--- config.mk ---
export PLATFORM = sky130hd
export DESIGN_NAME = io_load_response_queue_flat
export DESIGN_NICKNAME = d
export VERILOG_FILES = /design/src/rtl/io_load_response_queue_if.sv /design/src/rtl/io_load_response_queue.sv /design/src/flat_wrapper.sv
export SDC_FILE = /design/constraint.sdc
export NUM_CORES = 1
export LEC_CHECK = 0
export CAP_MARGIN = 20
export CORE_ASPECT_RATIO = 0.6
export CORE_MARGIN = 2
export CORE_UTILIZATION = 60
export CTS_CLUSTER_SIZE = 24
export DETAILED_ROUTE_END_ITERATION = 7
export PLACE_DENSITY = 0.83
export SYNTH_ARGS = -nofsm -noshare
export SYNTH_HDL_FRONTEND = slang
export SYNTH_SLANG_ARGS = --single-unit
--- constraint.sdc ---
create_clock -name clock -period 6.9 [get_ports clock]
set_input_delay 1.725 -clock clock [delete_from_list [all_inputs] [get_ports clock]]
set_output_delay 1.725 -clock clock [all_outputs]
set_load 0.005 [all_outputs]
--- src/rtl/io_load_response_queue_if.sv ---
// Bundles the EX request, data-RAM response, flush and WB result signals of io_load_response_queue.
// master = surrounding pipeline (EX / data RAM / WB), slave = the queue itself.
interface io_load_response_queue_if #(
    parameter int DATA_WIDTH = 32,
    parameter int DEPTH      = 4
);
    logic                           req_valid;
    logic                           req_ready;
    logic [2:0]                     req_kind;
    logic                           req_unsigned;
    logic [1:0]                     req_offset;
    logic                           resp_valid;
    logic [DATA_WIDTH-1:0]          resp_data;
    logic                           flush;
    logic                           out_valid;
    logic                           out_ready;
    logic [DATA_WIDTH-1:0]          out_data;
    logic [DATA_WIDTH/8-1:0]        out_strobe;
    logic [$clog2(DEPTH+1)-1:0]     pending_count;
    logic                           resp_error;

    modport master (
        output req_valid, req_kind, req_unsigned, req_offset,
        output resp_valid, resp_data, flush, out_ready,
        input  req_ready, out_valid, out_data, out_strobe, pending_count, resp_error
    );

    modport slave (
        input  req_valid, req_kind, req_unsigned, req_offset,
        input  resp_valid, resp_data, flush, out_ready,
        output req_ready, out_valid, out_data, out_strobe, pending_count, resp_error
    );
endinterface

--- src/rtl/io_load_response_queue.sv ---
// In-order load response queue: tracks DEPTH outstanding data-RAM requests and hands aligned loads to WB.
// Define IO_LOAD_LEFT_RIGHT_EN to enable LWL/LWR merging; otherwise kinds 3/4 behave as LW.
module io_load_response_queue #(
    parameter int DATA_WIDTH = 32,
    parameter int DEPTH      = 4
) (
    input logic                     clock,
    input logic                     reset,
    io_load_response_queue_if.slave bus
);
    localparam int NB = DATA_WIDTH / 8;
    localparam int PW = $clog2(DEPTH);
    localparam int CW = $clog2(DEPTH + 1);
    localparam logic [CW-1:0] FULL = CW'(DEPTH);

    localparam logic [1:0] ST_FREE    = 2'd0;
    localparam logic [1:0] ST_PENDING = 2'd1;
    localparam logic [1:0] ST_DONE    = 2'd2;

    localparam logic [2:0] KIND_LB    = 3'd0;
    localparam logic [2:0] KIND_LH    = 3'd1;
    localparam logic [2:0] KIND_STORE = 3'd7;
`ifdef IO_LOAD_LEFT_RIGHT_EN
    localparam logic [2:0] KIND_LWL   = 3'd3;
    localparam logic [2:0] KIND_LWR   = 3'd4;
`endif

    // Slot control (reset) and payload (not reset).
    logic [1:0]            state   [DEPTH];
    logic [DEPTH-1:0]      discard;
    logic [DEPTH-1:0]      silent;
    logic [2:0]            kind_q  [DEPTH];
    logic [DEPTH-1:0]      uns_q;
    logic [1:0]            off_q   [DEPTH];
    logic [DATA_WIDTH-1:0] data_q  [DEPTH];
    logic [NB-1:0]         strb_q  [DEPTH];

    logic [PW-1:0] alloc_ptr, resp_ptr, retire_ptr;
    logic [CW-1:0] count;
    logic          resp_error_q;

    logic          accept, resp_hit, head_done, retire, out_valid;
    logic [CW-1:0] done_count, flushed_count;

    // Returns {aligned_data, strobe} for a load response.
    function automatic logic [DATA_WIDTH+NB-1:0] align(
        input logic [2:0]            kind,
        input logic                  uns,
        input logic [1:0]            off,
        input logic [DATA_WIDTH-1:0] d
    );
        logic [DATA_WIDTH-1:0] bsh, hsh, r;
        logic [NB-1:0]         s;
        bsh = d >> {off, 3'b000};
        hsh = d >> {off[1], 4'b0000};
        r   = d;
        s   = '1;
        case (kind)
            KIND_LB: r = uns ? DATA_WIDTH'(bsh[7:0])  : {{(DATA_WIDTH-8){bsh[7]}}, bsh[7:0]};
            KIND_LH: r = uns ? DATA_WIDTH'(hsh[15:0]) : {{(DATA_WIDTH-16){hsh[15]}}, hsh[15:0]};
`ifdef IO_LOAD_LEFT_RIGHT_EN
            KIND_LWL: begin
                r = d << {2'd3 - off, 3'b000};
                s = {NB{1'b1}} << (2'd3 - off);
            end
            KIND_LWR: begin
                r = d >> {off, 3'b000};
                s = {NB{1'b1}} >> off;
            end
`endif
            default: ;
        endcase
        return {r, s};
    endfunction

    assign accept    = bus.req_valid & bus.req_ready;
    assign resp_hit  = bus.resp_valid & (state[resp_ptr] == ST_PENDING);
    assign head_done = state[retire_ptr] == ST_DONE;
    assign retire    = ~bus.flush & head_done & (silent[retire_ptr] | bus.out_ready);
    assign out_valid = ~bus.flush & head_done & ~silent[retire_ptr];

    assign bus.req_ready     = (count != FULL) & ~bus.flush;
    assign bus.out_valid     = out_valid;
    assign bus.out_data      = out_valid ? data_q[retire_ptr] : '0;
    assign bus.out_strobe    = out_valid ? strb_q[retire_ptr] : '0;
    assign bus.pending_count = count;
    assign bus.resp_error    = resp_error_q;

    // NOTE: every variable gets a default at the top of always_comb so no path leaves it unassigned (no latch).
    always_comb begin
        done_count = '0;
        for (int i = 0; i < DEPTH; i++)
            if (state[i] == ST_DONE) done_count = done_count + CW'(1);
        flushed_count = bus.flush ? done_count : '0;
    end

    // NOTE: state registers use non-blocking assignments so every read in this block sees the pre-edge value.
    always_ff @(posedge clock) begin
        if (reset) begin
            for (int i = 0; i < DEPTH; i++) state[i] <= ST_FREE;
            discard      <= '0;
            silent       <= '0;
            alloc_ptr    <= '0;
            resp_ptr     <= '0;
            retire_ptr   <= '0;
            count        <= '0;
            resp_error_q <= 1'b0;
        end else begin
            // Flush frees every responded slot and marks in-flight ones so their data is dropped.
            if (bus.flush) begin
                for (int i = 0; i < DEPTH; i++) begin
                    if (state[i] == ST_DONE)    state[i]   <= ST_FREE;
                    if (state[i] == ST_PENDING) discard[i] <= 1'b1;
                end
            end

            if (accept) begin
                state[alloc_ptr]   <= ST_PENDING;
                discard[alloc_ptr] <= 1'b0;
                alloc_ptr          <= alloc_ptr + PW'(1);
            end

            if (resp_hit) begin
                state[resp_ptr]  <= ST_DONE;
                silent[resp_ptr] <= (kind_q[resp_ptr] == KIND_STORE) | discard[resp_ptr] | bus.flush;
                resp_ptr         <= resp_ptr + PW'(1);
            end else if (bus.resp_valid) begin
                resp_error_q <= 1'b1;
            end

            if (bus.flush) begin
                retire_ptr <= resp_ptr;
            end else if (retire) begin
                state[retire_ptr] <= ST_FREE;
                retire_ptr        <= retire_ptr + PW'(1);
            end

            count <= count + CW'(accept) - CW'(retire) - flushed_count;
        end
    end

    // NOTE: payload storage is deliberately not reset; it is only read while the slot state marks it live.
    always_ff @(posedge clock) begin
        if (accept) begin
            kind_q[alloc_ptr] <= bus.req_kind;
            uns_q[alloc_ptr]  <= bus.req_unsigned;
            off_q[alloc_ptr]  <= bus.req_offset;
        end
        if (resp_hit)
            {data_q[resp_ptr], strb_q[resp_ptr]} <=
                align(kind_q[resp_ptr], uns_q[resp_ptr], off_q[resp_ptr], bus.resp_data);
    end
endmodule

--- src/flat_wrapper.sv ---
// flat-port wrapper written by rule: the top's interface ports become plain ports
module io_load_response_queue_flat 
#(
    parameter int DATA_WIDTH = 32,
    parameter int DEPTH      = 4
)
  (clock, reset, bus_req_valid, bus_req_kind, bus_req_unsigned, bus_req_offset, bus_resp_valid, bus_resp_data, bus_flush, bus_out_ready, bus_req_ready, bus_out_valid, bus_out_data, bus_out_strobe, bus_pending_count, bus_resp_error);
  io_load_response_queue_if #(.DATA_WIDTH(DATA_WIDTH), .DEPTH(DEPTH)) bus_i ();
  input logic clock;
  input logic reset;
  input wire logic [$bits(bus_i.req_valid)-1:0] bus_req_valid;
  input wire logic [$bits(bus_i.req_kind)-1:0] bus_req_kind;
  input wire logic [$bits(bus_i.req_unsigned)-1:0] bus_req_unsigned;
  input wire logic [$bits(bus_i.req_offset)-1:0] bus_req_offset;
  input wire logic [$bits(bus_i.resp_valid)-1:0] bus_resp_valid;
  input wire logic [$bits(bus_i.resp_data)-1:0] bus_resp_data;
  input wire logic [$bits(bus_i.flush)-1:0] bus_flush;
  input wire logic [$bits(bus_i.out_ready)-1:0] bus_out_ready;
  output wire logic [$bits(bus_i.req_ready)-1:0] bus_req_ready;
  output wire logic [$bits(bus_i.out_valid)-1:0] bus_out_valid;
  output wire logic [$bits(bus_i.out_data)-1:0] bus_out_data;
  output wire logic [$bits(bus_i.out_strobe)-1:0] bus_out_strobe;
  output wire logic [$bits(bus_i.pending_count)-1:0] bus_pending_count;
  output wire logic [$bits(bus_i.resp_error)-1:0] bus_resp_error;
  assign bus_i.req_valid = bus_req_valid;
  assign bus_i.req_kind = bus_req_kind;
  assign bus_i.req_unsigned = bus_req_unsigned;
  assign bus_i.req_offset = bus_req_offset;
  assign bus_i.resp_valid = bus_resp_valid;
  assign bus_i.resp_data = bus_resp_data;
  assign bus_i.flush = bus_flush;
  assign bus_i.out_ready = bus_out_ready;
  assign bus_req_ready = bus_i.req_ready;
  assign bus_out_valid = bus_i.out_valid;
  assign bus_out_data = bus_i.out_data;
  assign bus_out_strobe = bus_i.out_strobe;
  assign bus_pending_count = bus_i.pending_count;
  assign bus_resp_error = bus_i.resp_error;
  io_load_response_queue #(.DATA_WIDTH(DATA_WIDTH), .DEPTH(DEPTH)) u_core (.clock(clock), .reset(reset), .bus(bus_i));
endmodule
Word-level counts from Yosys, hierarchy flattened --
Memory sizes are Yosys's and may differ from the RTL's. A register that Yosys moved wholly into a read port is not among the register bits. Index checks and enable logic that the tools add are counted.
Operators by class: add/subtract/negate cells 9, shifts and indexed selects 2, order comparisons 8, reduce and logical (&&, ||, !) cells 8, bitwise gates (word level) 24, equality and inequality tests 14, mux-type cells 90
Operators with widths (number):
- two-way mux 32 bit | 7
- bitwise mux 128 bit | 1
- binary-select mux 32 bit (select 2 bit) | 1
- demux 32 bit (select 2 bit) | 1
- one-hot mux 32 bit (2 select lines) | 1
- two-way mux 1 bit | 41
- two-way mux 2 bit | 18
- >> shifter 32 x 5 -> 16 bit | 1
- >> shifter 32 x 5 -> 8 bit | 1
- two-way mux 4 bit | 7
- bitwise OR 16 bit | 1
- two-way mux 3 bit | 4
- == test 2 x 1 -> 1 bit (second input constant) | 5
- == test 2 bit (second input constant) | 5
- less-than comparator 2 x 3 -> 1 bit (second input constant) | 3
- AND 1 bit | 8
- binary-select mux 4 bit (select 2 bit) | 1
- bitwise mux 4 bit | 2
- demux 4 bit (select 2 bit) | 1
- bitwise OR 1 bit | 7
- adder 2 x 1 -> 2 bit (second input constant) | 3
- adder 3 x 1 -> 3 bit (second input constant) | 2
- binary-select mux 1 bit (select 2 bit) | 3
- >= comparator 3 bit (second input constant) | 2
- 20 further kinds | 29
Storage, ports and cells: logic and storage cells 174, memories kept 3, input bits 44, memory bits (writable) 28, register bits 166, output and inout bits 42
Memory list:
- u_core.kind_q | words 4, width 3, read ports 1, clocked after memory_dff 1, write ports 1, line io_load_response_queue.sv:32 | logic [2:0] kind_q [DEPTH];
- u_core.off_q | words 4, width 2, read ports 1, clocked after memory_dff 1, write ports 1, line io_load_response_queue.sv:34 | logic [1:0] off_q [DEPTH];
- u_core.state | words 4, width 2, read ports 6, clocked after memory_dff 2, write ports 5, line io_load_response_queue.sv:29 | logic [1:0] state [DEPTH];

Longest topological paths before layout --
Gate-level depths: netlist (run 1).
word-level depth 11, gate-level depth with buffers 13, mapped depth without buffers 13

Least setup slack after synthesis (run 1) --
OpenSTA, ideal clock, no wires.
kind input -> output, start point input port bus_flush, end point output port bus_out_data[10], path slack 2.395 ns, data required time 5.175 ns, stages 5, arrival time 2.780 ns, buffers on the path 3, cells stage by stage clkbuf_1 or3_1 clkbuf_1 buf_2 nor2b_1
On the way: longest elaborated chain between the ends 4
RTL lines:
- start, declared | line flat_wrapper.sv:17 | input wire logic [$bits(bus_i.flush)-1:0] bus_flush;
- NOT 1 bit | line io_load_response_queue.sv:80 | assign out_valid = ~bus.flush & head_done & ~silent[retire_ptr];
- AND 1 bit (2 in a row) | line io_load_response_queue.sv:80
- two-way mux 32 bit | line io_load_response_queue.sv:84 | assign bus.out_data = out_valid ? data_q[retire_ptr] : '0;
- end, declared | line flat_wrapper.sv:21 | output wire logic [$bits(bus_i.out_data)-1:0] bus_out_data;
Every way passes these cells.

Worst setup path after layout (run 1) --
start point input port bus_flush, end point output port bus_out_data[7]
The elaborated chain is that of the path after synthesis.

==> results_tabular.tex, run 1 <==
\begin{tabular}{lr}
\hline
Metric & Value \\
\hline
\multicolumn{2}{l}{\textbf{Outcome}} \\
\quad Status & completed \\
\multicolumn{2}{l}{\textbf{Setup path}} \\
\quad Worst-path maximum fanout & 23 \\
\quad Crit. End Element & output pin \\
\quad Worst Setup Path Type & in -> out \\
\quad Worst reg2reg startpoint & u\_core.state[0][1] \\
\quad CP max stage cell & or3\_1 \\
\quad Chain of cells forming the critical path & clkdlybuf4s50\_1, buf\_4, or3\_1, buf\_4, nor2b\_1, clkdlybuf4s50\_1 \\
\quad Start point of the critical path & bus\_flush \\
\quad Nature of the critical path startpoint & input port \\
\quad Slowest Stage Delay on Critical Path & 0.75 ns \\
\quad Critical Path RT & between 5 and 6 ns \\
\quad Top Family by Delay on Critical Path & buffers and inverters \\
\quad CP bufs+invs & 4 \\
\quad Data arrival, critical path & $\sim$4.1 ns \\
\multicolumn{2}{l}{\textbf{Synthesis}} \\
\quad Register area share after synthesis & 64.37\% \\
\quad Synth async-reset ratio & 0\% \\
\quad Post-synth EDFFs & 168 \\
\quad Top\_reg\_cell synth & edfxtp\_1 \\
\quad Post-synth cell types & 44 \\
\quad Combined area of all synthesized cells & 8771 µm² \\
\quad Synthesized area divided by synthesized cell count & 15.12 µm² \\
\quad Number of synthesized register bits & 198 \\
\quad Number of instances in the synthesized netlist & 580 \\
\quad Syn Nets & 643 \\
\quad Ys Warns & 0 \\
\multicolumn{2}{l}{\textbf{Final layout}} \\
\quad Ratio of cells with drive above 1 in the final layout & 16.05\% \\
\quad Most frequent standard cell in the layout excluding fill and tap cells & edfxtp\_1 \\
\quad Fillers & 934 \\
\quad Top library cells by usage in the layout, fill and taps aside & 168 x edfxtp\_1, 85 x clkdlybuf4s50\_1, 43 x nor2b\_1, 43 x mux4\_2, 29 x inv\_1 \\
\quad Ant. Diodes & 0 \\
\quad Sequential Area & between 5000 and 6000 µm² \\
\quad Area grow syn2layout & 17.95\% \\
\quad Share of the core filled with cells & a little under three quarters \\
\quad Non-Filler Instances & 871 \\
\quad Multi-input gate area & roughly 2900 µm² \\
\quad Fin nets & 723 \\
\multicolumn{2}{l}{\textbf{Routing}} \\
\quad Aggregate routed wire length & 19540 µm \\
\quad Count of antenna-violating nets left after detailed routing & 0 \\
\quad Via count normalized by instance count & 6.232 \\
\quad WL/cell & 22.43 µm \\
\quad Total vias in the final route & 5428 \\
\quad Initial DRT Pass Iterations & 5 \\
\quad DRC errors left & 0 \\
\quad 1st-iter DRT viols & 593 \\
\multicolumn{2}{l}{\textbf{CTS}} \\
\quad Number of buffers on the longest clock path & 2 \\
\quad Hold buffer count at cts & 0 \\
\quad CTS sink count & 198 \\
\quad H-tree levels & 4 \\
\quad Num CTS Buffers & 17 \\
\quad Number of gates resized after cts & 0 \\
\quad Clk\_lat worst skew & 0.43 ns \\
\quad Root cell of the clock tree & clkbuf\_16 \\
\quad Number of buffers inserted to repair setup after CTS & 0 \\
\quad Clock input transition at the sequential cells of the worst setup and hold paths & 0.07 ns \\
\quad CTS tree & built \\
\multicolumn{2}{l}{\textbf{STA}} \\
\quad Setup violation total in the final timing report & 0 \\
\quad Max-slew violation count & 0 \\
\quad Skew final & about 0.012 ns \\
\quad Actual slew at the worst max-slew pin & 1.079 ns \\
\quad Share of the clock period used by the worst path & a little over four fifths \\
\quad Final count of hold timing violations & 0 \\
\quad Relative max-transition margin & 27.87\% \\
\quad Final-layout worst hold slack & 0.4742 ns \\
\quad Unrepaired setup endpoints after global routing & no \\
\quad Smallest setup slack after layout & 1.057 ns \\
\quad Final-layout setup total negative slack & 0 ns \\
\quad F\_max & roughly 170 MHz \\
\quad Minimum clock period after layout & 5.843 ns \\
\multicolumn{2}{l}{\textbf{Run}} \\
\quad Maximum capacitance violations & 0 \\
\multicolumn{2}{l}{\textbf{Global route}} \\
\quad Total Routing Usage GR & 26.32\% \\
\quad GR Overflow Total & 0 \\
\quad Met1 Resource Use GR & 39.00\% \\
\quad Global-route layer with the greatest usage & met2 \\
\quad Number of global-route vias before repair & around 5500 \\
\quad Number of antenna violations at the first check in global routing & 0 \\
\quad Global routing met2 resource utilization & 39.26\% \\
\quad Maximum number of pins on one net before global-route repair & 42 \\
\quad Global-route wire length before repair & slightly above 30000 µm \\
\quad Met3 Resource Use GR & 7.512\% \\
\multicolumn{2}{l}{\textbf{Placed design}} \\
\quad Half-perimeter wire length after detailed placement & 13050 µm \\
\quad Placer's final routability congestion estimate & 0.9632 \\
\quad Pre-CTS setup slack & between 1 and 1.5 ns \\
\quad Port Buffer Count & 85 \\
\quad Cell count after placement & 839 \\
\multicolumn{2}{l}{\textbf{Hold path}} \\
\quad Min-Delay Path Class & reg -> reg \\
\quad Hold Path Origin & u\_core.bus.resp\_error \\
\multicolumn{2}{l}{\textbf{Floorplan}} \\
\quad I/O pin total & 86 \\
\quad Width of the die & 160.1 µm \\
\quad Initial cell density of the core & 61.00\% \\
\quad Die Outline Area & 15630 µm² \\
\quad Core Area & 14380 µm² \\
\quad Number of cell rows & 34 \\
\quad Die height & 97.66 µm \\
\multicolumn{2}{l}{\textbf{Power}} \\
\quad Static power due to leakage & 0.003380 µW \\
\quad Total power per unit cell area & 240.3 nW/µm² \\
\quad Maximum vdd ir drop & 0.0001353 V \\
\hline
\end{tabular}
## state kept, by name, summed over array words and instances, names as in the netlist, named ones only
| name | cells |
|---|---|
| u_core.data_q | 128 |
| u_core.strb_q | 16 |
| u_core.kind_q | 12 |
| u_core.off_q | 8 |
| u_core.state | 8 |
| u_core.discard | 4 |
| u_core.silent | 4 |
| u_core.uns_q | 4 |
| u_core.bus.pending_count | 3 |
| u_core.alloc_ptr | 2 |
| u_core.resp_ptr | 2 |
| u_core.retire_ptr | 2 |
| u_core.bus.resp_error | 1 |
## area by class of cell
type / count / share of cell area, %
Clock buffer: 19 / 4.185
Clock inverter: 13 / 1.125
Inverter: 33 / 1.197
Multi-Input combinational cell: 315 / 27.55
Sequential cell: 198 / 54.60
Tap cell: 198 / 2.395
Timing Repair Buffer: 95 / 8.950
## per-layer routing
metal	routed length (µm)	up-vias
met1	8509	2724
met3	1824	21
li1	-	2380
met5	0	-
met2	9029	303
met4	174	0
## cells in the mapped netlist (all sizes together), types with 4 or more instances
cell type | instances | area share (%)
inv | 33 | 1.4
a21oi | 24 | 1.4
and2 | 4 | 0.29
a221oi | 4 | 0.40
nand4 | 7 | 0.50
nor2b | 43 | 3.1
clkbuf | 22 | 0.94
a31oi | 4 | 0.29
mux4 | 47 | 12
mux2i | 6 | 0.68
or2 | 19 | 1.4
xnor2 | 4 | 0.40
nor2 | 16 | 0.68
ha | 17 | 2.4
a21o | 5 | 0.43
a2111oi | 4 | 0.40
dfxtp | 30 | 6.8
a211oi | 6 | 0.51
o21ai | 23 | 1.3
buf | 12 | 0.78
nor3 | 6 | 0.40
nand3 | 6 | 0.34
nand2 | 27 | 1.2
nand2b | 9 | 0.64
edfxtp | 168 | 58
o221ai | 15 | 1.5
## worst min-delay path: stages (launching register included)
cell and delay, ns:
dfxtp_1 0.33, a21oi_1 0.04, nor2_1 0.07
## cell families after synthesis
logic type | synth area share, %
flops | 64.37
simple gates | 9.115
compound gates | 6.591
buf+inv | 3.138
mux | 13.31
fa+ha+maj | 2.882
xor+xnor | 0.5991
## through the flow
| step | total power [µW] | instance area (µm²) |
|---|---|---|
| floorplan | 1497 | 8771 |
| global placement | 1575 | 9788 |
| detailed placement | 1585 | 9796 |
| CTS | 2494 | 10340 |
| global route | 2568 | 10340 |
| finish | 2485 | 10340 |
## path summary, 6_finish.rpt
check                                                    to  slack (ns)  cells after the start
worst min register to register        u_core.bus.resp_error        0.47                      2
worst max-delay path                        bus_out_data[7]        1.06                      6
worst min-delay path                  u_core.bus.resp_error        0.47                      2
worst max register to register  u_core.bus.pending_count[2]        3.03                     12
## power by group
part           switching, µW  internal, µW  leakage, µW
Clock                    446           476     0.000269
Sequential              12.2          1330      0.00176
Combinational            125          94.1      0.00136
Total                    583          1900      0.00338
(Power assumes the default switching activity.)
==> run 2: changes to the inputs <==
- CORE_UTILIZATION: 60 -> 52
- PLACE_DENSITY: 0.83 -> 0.77
- clock period: 6.9 -> 4.78 ns (I/O delays scaled with it)
==> results_tabular.tex, run 2 (synthesized netlist as in run 1, its figures left out) <==
\begin{tabular}{lr}
\hline
Metric & Value \\
\hline
\multicolumn{2}{l}{\textbf{CTS}} \\
\quad Root cell of the clock tree & clkbuf\_16 (unchanged) \\
\quad Hold buffer count at cts & 0 (unchanged) \\
\quad CTS tree & built (unchanged) \\
\quad H-tree levels & 4 (unchanged) \\
\quad Clk\_lat worst skew & 0.44 ns (was 0.43 ns) \\
\quad Number of buffers on the longest clock path & 2 (unchanged) \\
\quad Number of buffers inserted to repair setup after CTS & 0 (unchanged) \\
\quad Num CTS Buffers & 17 (unchanged) \\
\quad Clock input transition at the sequential cells of the worst setup and hold paths & 0.08 ns (was 0.07 ns) \\
\quad CTS sink count & 198 (unchanged) \\
\quad Number of gates resized after cts & 0 (unchanged) \\
\multicolumn{2}{l}{\textbf{Final layout}} \\
\quad Fin nets & 724 (was 723) \\
\quad Area grow syn2layout & 19.24\% (was 17.95\%) \\
\quad Ant. Diodes & 0 (unchanged) \\
\quad Top library cells by usage in the layout, fill and taps aside & 168 x edfxtp\_1, 85 x clkdlybuf4s50\_1, 43 x nor2b\_1, 43 x mux4\_2, 33 x inv\_1 (was 168 x edfxtp\_1, 85 x clkdlybuf4s50\_1, 43 x nor2b\_1, 43 x mux4\_2, 29 x inv\_1) \\
\quad Most frequent standard cell in the layout excluding fill and tap cells & edfxtp\_1 (unchanged) \\
\quad Ratio of cells with drive above 1 in the final layout & 16.47\% (was 16.05\%) \\
\quad Max reg flops & 128 (unchanged) \\
\multicolumn{2}{l}{\textbf{Placed design}} \\
\quad Port Buffer Count & 85 (unchanged) \\
\quad Placer's final routability congestion estimate & 0.8754 (was 0.9632) \\
\quad Half-perimeter wire length after detailed placement & 13500 µm (was 13050 µm) \\
\multicolumn{2}{l}{\textbf{Global route}} \\
\quad Number of global-route vias before repair & 5393 (was 5495) \\
\quad Number of antenna violations at the first check in global routing & 0 (unchanged) \\
\quad Global-route wire length before repair & 30290 µm (was 30660 µm) \\
\quad Maximum number of pins on one net before global-route repair & 41 (was 42) \\
\quad GR Overflow Total & 0 (unchanged) \\
\quad Total Routing Usage GR & 22.89\% (was 26.32\%) \\
\multicolumn{2}{l}{\textbf{Power}} \\
\quad Total power per unit cell area & 351.8 nW/µm² (was 240.3 nW/µm²) \\
\quad Static power due to leakage & 0.003446 µW (was 0.003380 µW) \\
\quad Maximum vdd ir drop & 0.0002685 V (was 0.0001353 V) \\
\multicolumn{2}{l}{\textbf{STA}} \\
\quad Minimum clock period after layout & 4.234 ns \\
\quad Final count of hold timing violations & 0 (unchanged) \\
\quad Final-layout setup total negative slack & 0 ns (unchanged) \\
\quad Final-layout worst hold slack & 0.4967 ns (was 0.4742 ns) \\
\quad Share of the clock period used by the worst path & approximately 90\% \\
\quad F\_max & 236.2 MHz \\
\quad Max-slew violation count & 0 (unchanged) \\
\quad Unrepaired setup endpoints after global routing & no (unchanged) \\
\quad Actual slew at the worst max-slew pin & 1.026 ns (was 1.079 ns) \\
\quad Setup violation total in the final timing report & 0 (unchanged) \\
\quad Skew final & 0.01483 ns (was 0.01194 ns) \\
\quad Relative max-transition margin & 31.37\% (was 27.87\%) \\
\multicolumn{2}{l}{\textbf{Routing}} \\
\quad Total vias in the final route & 5354 (was 5428) \\
\quad Count of antenna-violating nets left after detailed routing & 0 (unchanged) \\
\quad WL/cell & 21.61 µm (was 22.43 µm) \\
\quad Initial DRT Pass Iterations & 5 (unchanged) \\
\quad Aggregate routed wire length & 19490 µm (was 19540 µm) \\
\quad 1st-iter DRT viols & 672 (was 593) \\
\quad DRC errors left & 0 (unchanged) \\
\quad Via count normalized by instance count & 5.936 (was 6.232) \\
\multicolumn{2}{l}{\textbf{Run}} \\
\quad Maximum capacitance violations & 0 (unchanged) \\
\multicolumn{2}{l}{\textbf{Floorplan}} \\
\quad Die Outline Area & 17960 µm² (was 15630 µm²) \\
\quad Die height & 104.6 µm (was 97.66 µm) \\
\quad I/O pin total & 86 (unchanged) \\
\quad Number of cell rows & 36 (was 34) \\
\quad Width of the die & 171.7 µm (was 160.1 µm) \\
\quad Initial cell density of the core & 53.64\% (was 61.00\%) \\
\quad Core Area & 16350 µm² (was 14380 µm²) \\
\multicolumn{2}{l}{\textbf{Setup path}} \\
\quad Nature of the critical path startpoint & input port (unchanged) \\
\quad Crit. End Element & output pin (unchanged) \\
\quad Worst Setup Path Type & in -> out (unchanged) \\
\quad Data arrival, critical path & 3.04 ns (was 4.12 ns) \\
\quad Worst-path maximum fanout & 37 (was 23) \\
\quad Critical Path RT & 3.59 ns (was 5.18 ns) \\
\multicolumn{2}{l}{\textbf{Hold path}} \\
\quad Min-Delay Path Class & reg -> reg (unchanged) \\
\multicolumn{2}{l}{\textbf{Outcome}} \\
\quad Status & completed (unchanged) \\
\hline
\end{tabular}
-- run 2: changes by cell type in the layout (fill, tap and decap cells not counted), sizes merged --
cell	before	now
buf	10	11
clkinv	8	6
clkinvlp	1	0
inv	37	42
clkbuf	19	17
-- run 2: layer usage --
metal	up-vias	track usage (%)	part of all wire (%)
li1	2383	-	-
met1	2691	33.87	44
met2	257	33.71	47
met3	23	6.326	8.0
met4	0	5.993	0.91
met5	-	0	0
-- run 2: final cells by class --
cell class / instances / area [µm²]
Clock buffer: 17 / 425.4
Clock inverter: 15 / 180.2
Fill cell: 1159 / 5892
Inverter: 33 / 123.9
Multi-Input combinational cell: 315 / 2850
Sequential cell: 198 / 5648
Tap cell: 228 / 285.3
Timing Repair Buffer: 96 / 945.9
-- run 2: worst paths after layout --
| kind | startpoint | cells after the start | to | slack, ns |
|---|---|---|---|---|
| min | u_core.bus.resp_error | 2 | u_core.bus.resp_error | 0.50 |
| max reg2reg | u_core.state[0][1] | 13 | u_core.bus.pending_count[2] | 1.24 |
| max | bus_flush | 5 | bus_out_data[5] | 0.55 |
| min reg2reg | u_core.bus.resp_error | 2 | u_core.bus.resp_error | 0.50 |
-- run 2: through the flow --
stage | instances | util, % | area, µm² | worst slack [ns] | total power, µW
floorplan | 580 | - | 8771 | 1.134 | 2161
global placement | 870 | 60.26 | 9853 | 0.5732 | 2276
detailed placement | 870 | 60.26 | 9853 | 0.5667 | 2293
CTS | 902 | 63.97 | 10460 | 0.5295 | 3693
global route | 902 | 63.97 | 10460 | 0.4212 | 3797
finish | 902 | 63.97 | 10460 | 0.5461 | 3680
-- run 2: critical path: stages --
cell and delay [ns]:
clkdlybuf4s50_1 0.42, or3_1 0.37, buf_4 0.26, nor2b_1 0.22
clkdlybuf4s50_1 0.53
-- run 2: where the power goes --
group	internal, µW	total, µW	switching, µW	leakage, µW
sequential	1920	1940	20.1	0.00176
combinational	136	314	178	0.00139
clock	713	1420	709	0.000298
total	2770	3680	907	0.00345
